[config.mk]
export PLATFORM = sky130hd
export DESIGN_NAME = md_io_port
export DESIGN_NICKNAME = d
export VERILOG_FILES = /design/src/rtl/md_io_pkg.sv /design/src/rtl/md_io_port.sv
export SDC_FILE = /design/constraint.sdc
export NUM_CORES = 1
export LEC_CHECK = 0
export ABC_AREA = 0
export BUFFER_PORTS_ARGS = -buffer_cell sky130_fd_sc_hd__buf_2
export CAP_MARGIN = 15
export CORE_MARGIN = 2
export CORE_UTILIZATION = 48
export DETAILED_ROUTE_END_ITERATION = 10
export HOLD_SLACK_MARGIN = 0.1
export MAX_ROUTING_LAYER = met4
export PLACE_DENSITY_LB_ADDON = 0.25
export SLEW_MARGIN = 20
export SYNTH_ARGS = -nofsm -noshare
export SYNTH_HDL_FRONTEND = slang
export SYNTH_SLANG_ARGS = --single-unit
[constraint.sdc]
create_clock -name clk -period 1.1 [get_ports clk]
set_input_delay 0.11 -clock clk [delete_from_list [all_inputs] [get_ports clk]]
set_output_delay 0.11 -clock clk [all_outputs]
set_load 0.01 [all_outputs]
[src/rtl/md_io_pkg.sv]
// md_io_pkg: register offsets, pin vector type and reset constants for the controller port.
package md_io_pkg;
    localparam logic [2:0] IO_DATA  = 3'd0;
    localparam logic [2:0] IO_CTRL  = 3'd1;
    localparam logic [2:0] IO_TXD   = 3'd2;
    localparam logic [2:0] IO_RXD   = 3'd3;
    localparam logic [2:0] IO_SCTRL = 3'd4;

    typedef logic [6:0] pins_t;

    localparam logic [7:0] DATA_RST  = 8'h00;
    localparam logic [7:0] CTRL_RST  = 8'h00;
    localparam logic [7:0] RXD_VAL   = 8'h00;
    localparam pins_t      PIN_Q_RST = 7'h7F;
endpackage

[src/rtl/md_io_port.sv]
// md_io_port: one console controller port with CPU registers, pin drive/sample and TH interrupt.
module md_io_port
    import md_io_pkg::*;
#(
    parameter logic       PULLUP    = 1'b1,
    parameter logic [7:0] SCTRL_RST = 8'h00,
    parameter logic [7:0] TXD_RST   = 8'hFF
) (
    input  logic       clk,
    input  logic       reset,
    input  logic       cpu_sel,
    input  logic [2:0] cpu_addr,
    input  logic       cpu_we,
    input  logic [7:0] cpu_din,
    output logic [7:0] cpu_dout,
    input  logic [6:0] pin_in,
    output logic [6:0] pin_out,
    output logic [6:0] pin_dir,
    output logic       th_int
);
    logic [7:0] data;
    logic [7:0] ctrl;
    logic [7:0] txd;
    logic [4:0] sctrl_hi;
    pins_t      pin_q;
    pins_t      eff;
    logic       th_prev;
    logic       wr;

    assign wr      = cpu_sel & cpu_we;
    assign pin_dir = ctrl[6:0];
    assign pin_out = (ctrl[6:0] & data[6:0]) | (~ctrl[6:0] & {7{PULLUP}});
    assign eff     = (ctrl[6:0] & data[6:0]) | (~ctrl[6:0] & pin_q);

    always_ff @(posedge clk) begin
        if (reset) begin
            data     <= DATA_RST;
            ctrl     <= CTRL_RST;
            txd      <= TXD_RST;
            sctrl_hi <= SCTRL_RST[7:3];
            pin_q    <= PIN_Q_RST;
            th_prev  <= 1'b1;
            th_int   <= 1'b0;
        end else begin
            if (wr && cpu_addr == IO_DATA)  data     <= cpu_din;
            if (wr && cpu_addr == IO_CTRL)  ctrl     <= cpu_din;
            if (wr && cpu_addr == IO_TXD)   txd      <= cpu_din;
            if (wr && cpu_addr == IO_SCTRL) sctrl_hi <= cpu_din[7:3];
            pin_q   <= pin_in;
            th_prev <= eff[6];
            // Edge is judged on the effective TH level, so a direction flip that drops TH also counts.
            th_int  <= ctrl[7] & ~ctrl[6] & th_prev & ~eff[6];
        end
    end

    always_comb begin
        cpu_dout = 8'hFF;
        case (cpu_addr)
            IO_DATA:  cpu_dout = {data[7], eff};
            IO_CTRL:  cpu_dout = ctrl;
            IO_TXD:   cpu_dout = txd;
            IO_RXD:   cpu_dout = RXD_VAL;
            IO_SCTRL: cpu_dout = {sctrl_hi, 3'b000};
            default:  cpu_dout = 8'hFF;
        endcase
    end
endmodule

# --- Word level (Yosys, flattened, before mapping) ---
# Cells that the tools add are included.
classes:
  n_eq_ne: 4
  n_mux: 1
  bitwise_logic: 11
  reduce_logical: 5
op_table:
  columns: ["operator", "n"]
  rows:
  - ["$pmux 8 s5", 1]
  - ["$and 7x7->7", 2]
  - ["$or 7x7->7", 2]
  - ["$not 7->7", 1]
  - ["$eq 3x2->1 const B", 2]
  - ["$and 1x1->1", 4]
  - ["$logic_and 1x1->1", 4]
  - ["$eq 3x1->1 const B", 1]
  - ["$eq 3x3->1 const B", 1]
  - ["$logic_not 3->1", 1]
  - ["$not 1->1", 2]
word_totals:
  regBits: 38
  in_bits: 22

# --- Logic depth before layout (Yosys ltp) ---
# Gate-level depths: netlist of run 1.
depth:
  depth_word: 5
  mapped_depth: 5
  mapped_depth_nobuf: 3

# --- Worst setup path after synthesis of run 1 ---
# No wires, ideal clock.
synth_path:
  path_kind: "register to output"
  startpoint: "register ctrl[6]"
  endpoint: "output port cpu_dout[6]"
  arrival_ns: 1.053
  t_required_ns: 0.990
  setup_slack_ns: -0.063
  stages_incl_launch_ff: 4
  n_path_buf: 0
  path_cell_list: "dfxtp_1 mux2_2 o211ai_1 o221ai_1"
synth_via:
  elab_chain_cells: 4
synth_rtl:
  columns: ["element", "line", "text"]
  rows:
  - ["start, declared", "md_io_port.sv:22", "logic [7:0] ctrl;"]
  - ["start signal, assigned", "md_io_port.sv:46", "if (wr && cpu_addr == IO_CTRL) ctrl <= cpu_din;"]
  - ["$not 7->7", "md_io_port.sv:33", "assign eff = (ctrl[6:0] & data[6:0]) | (~ctrl[6:0] & pin_q);"]
  - ["$and 7x7->7", "md_io_port.sv:33", null]
  - ["$or 7x7->7", "md_io_port.sv:33", null]
  - ["$pmux 8 s5 *", "md_io_port.sv:58", "case (cpu_addr)"]
  - ["end, declared", "md_io_port.sv:15", "output logic [7:0] cpu_dout,"]
# Every way passes the cells marked *; elsewhere a longest branch is shown, timed or not.

# --- Worst setup path after layout of run 1 ---
# Same ends and word-level chain as after synthesis.

==> results.py, run 1 <==
metrics = {
    "yosys": {
        "syn_inst": 206,
        "syn_nets": 228,
        "yosys_most_used_dff": "dfxtp_1",
        "synth_cell_types": 33,
        "syn_avg_cell_area_um2": 9.26,
        "async_flop_share_pct": 0,
        "synth_edf_count": 0,
        "ys_ff_latch": 38,
        "yosys_warnings": 0,
        "ys_seq_area_share_pct": 39.9,
        "synthesis.area_um2": 1910,
    },
    "clock_tree": {
        "cts_buffer_depth": 2,
        "numCtsBuffers": 5,
        "root_buffer": "clkbuf_8",
        "cts_sinks": 38,
        "clk_latency_ns": 0.28,
        "clk_pin_slew_ns": 0.07,
        "cts_tree": "done",
        "htreeDepth": 2,
    },
    "detailed_routing": {
        "viasPerCell": 4.85,
        "drt_first_pass_iters": 4,
        "drt-total-wl_um": 4250,
        "drt_iter0_markers": 64,
        "wl_per_cell_um": 12.8,
        "vias": 1606,
        "antenna_left": 0,
        "drc_errors": 0,
    },
    "timing": {
        "timing.final.crit_share_pct": 134,
        "tightest_slew_ns": 0.305,
        "slew_headroom_pct": 79.6,
        "hold_viol_final": 0,
        "rsz0062_at_grt": "yes",
        "setup_ws_ns": -0.371,
        "finalSetupViolCount": 8,
        "finalSetupTns_ns": -1.80,
        "drv_slew": 0,
        "fmax_mhz": 680,
        "skew_ns": 0.000140,
        "post-route-min-period_ns": 1.47,
    },
    "cells_and_area": {
        "nNetsFinal": 304,
        "antenna_cells": 0,
        "drive_gt1_share_pct": 44.9,
        "syn2layout_area_growth_pct": 38.8,
        "final_cell_area_um2": 2650,
        "utilization_pct": 70.8,
    },
    "worst_setup_path": {
        "path_max_fanout": 2,
        "critPathLaunchType": "flop",
        "reg2reg_slack_ns": 0.08,
        "cp-end-kind": "primary output",
        "worstReg2RegEnd": "th_prev$_SDFF_PP1_",
        "critPathRequiredTime_ns": 0.99,
        "r2r-start": "ctrl[6]$_SDFFE_PP0P_",
        "critPathKind": "reg2out",
        "worstRegToRegCells": 2,
        "arrival_ns": 1.36,
    },
    "hold_path": {
        "min_from": "cpu_din[0]",
        "min_path_type": "in2reg",
        "worstHoldEndpoint": "ctrl[0]$_SDFFE_PP0P_",
        "holdPathStages": 3,
    },
    "power_and_ir_drop": {
        "pwr-share-comb_pct": 15.5,
        "powerDensity_nw_per_um2": 1070,
        "switching_power_w": 0.000676,
        "p_int_w": 0.00215,
        "p_leak_nw": 1.20,
        "ir_drop_mv": 0.832,
        "switching_share_pct": 23.9,
        "power_frac_clock_pct": 34.3,
        "seqPwrFrac_pct": 50.2,
        "power_w": 0.00283,
    },
    "run_status": {
        "run_status": "finished with violations",
        "violations": "setup timing",
    },
    "global_route": {
        "overflow": 0,
        "antenna_found_initial": 0,
        "grt_usage_pct": 20.7,
        "grt_max_degree": 21,
        "grt_pass1_wl_um": 6760,
        "grt_pass1_vias": 1506,
    },
    "die": {
        "start_util_pct": 51.0,
        "dieArea_um2": 4500,
        "core_area_um2": 3740,
        "row_count": 22,
        "die_width_um": 67.1,
        "io_pins": 45,
        "die_h_um": 67.1,
    },
    "placed_design": {
        "placed_area_um2": 2340,
        "pre_cts_slack_ns": -0.167,
        "dp_hpwl_um": 2970,
        "place_congestion": 0.773,
        "port_buffers": 44,
    },
    "run": {
        "max_cap_violations": 0,
    },
}
area by class of cell:
type                            count  area, um^2
Fill cell                         307        1090
Multi-Input combinational cell    143        1080
Timing Repair Buffer               89         618
Inverter                            5        21.3
Clock buffer                        7        86.3
Clock inverter                      1        5.00
Sequential cell                    38         778
Tap cell                           48        60.1
logic make-up (layout without fill, tap and decap cells):
kind of cell           Yosys count  count (layout)  share of synthesized area (%)
flip-flops                      38              38                           39.9
AND/OR/NAND/NOR                 82              82                           24.9
buffers and inverters           25             102                           7.41
AO/OA/AOI/OAI                   24              24                           8.20
multiplexers                    37              37                           19.7
sequential cells by signal, indices dropped and copies added (netlist names):
| signal | flops |
|---|---|
| th_int | 1 |
| ctrl | 8 |
| data | 8 |
| th_prev | 1 |
| pin_q | 7 |
| txd | 8 |
| sctrl_hi | 5 |
synthesized netlist by cell type (2+ instances only):
| cell | number | area [um^2] |
|---|---|---|
| buf_4 | 9 | 67.6 |
| nand2b_1 | 38 | 238 |
| o311ai_0 | 2 | 17.5 |
| o211ai_1 | 2 | 15.0 |
| dfxtp_1 | 38 | 761 |
| nor2_1 | 22 | 82.6 |
| a21oi_1 | 9 | 45.0 |
| nand2_1 | 2 | 7.51 |
| mux2i_1 | 33 | 330 |
| a211oi_1 | 3 | 22.5 |
| o21ai_0 | 3 | 15.0 |
| buf_2 | 4 | 20.0 |
| a32oi_1 | 2 | 17.5 |
| clkbuf_1 | 5 | 18.8 |
| nor2b_1 | 3 | 18.8 |
| inv_1 | 4 | 15.0 |
| mux2_2 | 4 | 45.0 |
| or2_2 | 8 | 50.1 |
routing by layer:
metal  part of all wire (%)  vias up  global-route usage [%]
li1                       -      841                       -
met1                     48      730                    25.2
met4                   0.73        0                    5.36
met2                     48       30                    33.9
met3                    3.2        5                    5.57
met5                      0        -                       -
stage by stage:
stage          instances  hold slack [ns]
3_5_place_dp         311            0.295
4_1_cts              330            0.100
3_3_place_gp         311            0.292
5_1_grt              331            0.120
6_report             331            0.118
2_1_floorplan        206            0.214
cell usage in the layout (no fill, tap or decap), drive strengths merged, types with 2 or more instances in the layout:
cell type    count
a211oi           3
mux2i           33
o21ai            3
or2              8
dfxtp           38
o311ai           2
clkbuf           7
mux2             4
dlygate4sd3     11
nand2b          38
inv              5
nand2            2
nor2b            3
a21oi            9
a32oi            2
nor2            22
o211ai           2
buf             78
critical path, stage by stage, from the launching register on:
cell and delay, ns:
dfxtp_2 0.34, mux2_4 0.30, o211ai_1 0.18, o221ai_2 0.11, buf_2 0.15
what timing repair did:
action | CTS | global route
gates resized for setup | 16 | 22
pin swaps | 8 | 7
buffers inserted | 1 | 0
hold endpoints to repair | 10 | 1
setup endpoints to repair | 8 | 10
hold buffers | 10 | 1
worst max path at each step:
stage | start | end | slack [ns]
2_1_floorplan | ctrl[6]$_SDFFE_PP0P_ | cpu_dout[6] | 0.01
3_3_place_gp | cpu_addr[1] | cpu_dout[7] | -0.16
3_5_place_dp | cpu_addr[2] | cpu_dout[7] | -0.17
4_1_cts | ctrl[6]$_SDFFE_PP0P_ | cpu_dout[6] | -0.38
5_1_grt | ctrl[6]$_SDFFE_PP0P_ | cpu_dout[6] | -0.47
6_report | ctrl[6]$_SDFFE_PP0P_ | cpu_dout[6] | -0.37
power by group through the flow:
stage	Sequential [W]	Combinational (W)	Clock, W
finish	0.00142	0.000437	0.000969
global route	0.00142	0.000478	0.00106
CTS	0.00142	0.000417	0.000983
detailed placement	0.00145	0.000380	0
global placement	0.00145	0.000376	0
floorplan	0.00145	0.000217	0
(Power assumes the default switching activity.)
==> run 2: changes to the inputs <==
- CTS_BUF_LIST: not set -> sky130_fd_sc_hd__clkbuf_16
==> run 2 against run 1 <==
Against the previous run: the run still ends with setup timing left; total power is 12% higher; critical path depth is the same; cell area is 0.14% higher; largest cell class unchanged; largest power group unchanged.
==> results.py, run 2 (synthesis gave the netlist of run 1 again) <==
metrics = {
    "cells_and_area": {
        "layout_common_cells": "42 x buf_2, 35 x nand2b_1, 34 x buf_4",
        "antenna_cells": 0,
        "fill_cells": 302,
        "regArea_um2": 777,
        "drive_gt1_share_pct": 44.6,
        "final_cell_area_um2": 2650,
        "multi_input_area_um2": 1080,
        "reg_top3": "ctrl (8), data (8), txd (8)",
        "nNetsFinal": 301,
        "syn2layout_area_growth_pct": 39.0,
        "layout_commonest_cell": "buf_2",
    },
    "run_status": {
        "run_status": "finished with violations",
        "violations": "setup timing",
    },
    "die": {
        "io_pins": 45,
        "core_area_um2": 3740,
        "dieArea_um2": 4500,
        "die_width_um": 67.1,
        "start_util_pct": 51.0,
        "row_count": 22,
        "die_h_um": 67.1,
    },
    "timing": {
        "timing.final.crit_share_pct": 132,
        "fmax_mhz": 688,
        "slew_headroom_pct": 79.4,
        "holdWs_ns": 0.111,
        "post-route-min-period_ns": 1.45,
        "rsz0062_at_grt": "yes",
        "drv_slew": 0,
        "hold_viol_final": 0,
        "skew_ns": 0.000165,
        "setup_ws_ns": -0.354,
        "finalSetupViolCount": 8,
        "tightest_slew_ns": 0.308,
    },
    "worst_setup_path": {
        "path_cells": "mux2_4, o211ai_1, o221ai_2, buf_2",
        "cp_slowest_cell": "dfxtp_2",
        "arrival_ns": 1.34,
        "path_max_fanout": 2,
        "reg2reg_slack_ns": 0.09,
        "crit_start": "ctrl[6]$_SDFFE_PP0P_",
        "slowest_delay_ns": 0.33,
        "worstRegToRegCells": 2,
        "critPathKind": "reg2out",
        "critPathLaunchType": "flop",
        "critPathRequiredTime_ns": 0.99,
        "r2r-start": "ctrl[6]$_SDFFE_PP0P_",
        "cp-end-kind": "primary output",
        "worstReg2RegEnd": "th_prev$_SDFF_PP1_",
    },
    "power_and_ir_drop": {
        "powerDensity_nw_per_um2": 1190,
        "ir_drop_mv": 0.863,
        "p_leak_nw": 1.21,
    },
    "hold_path": {
        "holdPathStages": 3,
        "worstHoldEndpoint": "txd[4]$_SDFFE_PP1P_",
        "min_path_type": "in2reg",
        "min_from": "cpu_din[4]",
    },
    "global_route": {
        "grt_usage_pct": 20.8,
        "overflow": 0,
        "grt_pass1_wl_um": 6810,
        "grt_pass1_vias": 1514,
        "grt_max_degree": 21,
        "antenna_found_initial": 0,
    },
    "clock_tree": {
        "cts_sinks": 38,
        "root_buffer": "clkbuf_16",
        "htreeDepth": 2,
        "numCtsBuffers": 5,
        "clk_latency_ns": 0.27,
        "cts_tree": "done",
        "clk_pin_slew_ns": 0.05,
        "cts_buffer_depth": 2,
    },
    "detailed_routing": {
        "viasPerCell": 4.88,
        "drt_first_pass_iters": 4,
        "drc_errors": 0,
        "antenna_left": 0,
        "wl_per_cell_um": 12.7,
        "vias": 1599,
        "drt-total-wl_um": 4170,
        "drt_iter0_markers": 56,
    },
    "run": {
        "max_cap_violations": 0,
    },
    "placed_design": {
        "port_buffers": 44,
        "placed_area_um2": 2340,
        "dp_hpwl_um": 2970,
        "place_congestion": 0.773,
    },
}
==> run 2: worst max-delay path by stage <==
stage | to | slack [ns] | cells past startpoint
2_1_floorplan | cpu_dout[6] | 0.01 | 3
3_3_place_gp | cpu_dout[7] | -0.16 | 4
4_1_cts | cpu_dout[6] | -0.36 | 4
5_1_grt | cpu_dout[6] | -0.45 | 4
6_report | cpu_dout[6] | -0.35 | 4
3_5_place_dp | cpu_dout[7] | -0.17 | 4
==> run 2: report_power, final <==
group          internal, W  total, W  switching [W]
clock             0.000818   0.00132       0.000504
combinational     0.000229  0.000423       0.000194
sequential         0.00141   0.00142      0.0000130
==> run 2: per-layer routing <==
metal / wire length (um) / track usage (%) / vias to the layer above / share of wire (%)
met3: 146 / 4.05 / 4 / 3.5
li1: - / - / 836 / -
met1: 2040 / 25.5 / 727 / 49
met2: 1950 / 34.2 / 32 / 47
met4: 33 / 6.89 / 0 / 0.79
met5: 0 / - / - / 0
==> run 2: cell type report <==
cell class,count,share of cell area [%]
Inverter,5,0.802
Sequential cell,38,29.3
Tap cell,48,2.26
Timing Repair Buffer,86,21.8
Clock inverter,3,0.472
Multi-Input combinational cell,143,40.7
Clock buffer,5,4.72
==> run 2: critical path, delay by kind of cell (launching register included) <==
kind                   cells  cell delay (ns)
flip-flops                 1             0.33
multiplexers               1             0.30
AO/OA/AOI/OAI              2             0.29
buffers and inverters      1             0.15
==> run 2: per-stage QoR <==
stage / power [W] / instances / setup TNS [ns] / worst slack (ns) / utilization (%)
after global placement: 0.00182 / 311 / -1.25 / -0.155 / 62.4
after detailed placement: 0.00183 / 311 / -1.57 / -0.167 / 62.4
after CTS: 0.00317 / 327 / -1.69 / -0.364 / 68.9
after floorplan: 0.00166 / 206 / 0 / 0.0118 / -
final: 0.00317 / 328 / -1.64 / -0.354 / 70.9
after global routing: 0.00330 / 328 / -2.18 / -0.447 / 70.9
==> run 2: what timing repair did <==
action / 4_1_cts / 5_1_grt
endpoints found under the setup margin: 8 / 10
resized for setup: 17 / 17
hold buffers: 7 / 0
pin swaps: 8 / 6
buffers inserted: 1 / 1
endpoints found under the hold margin: 7 / 0
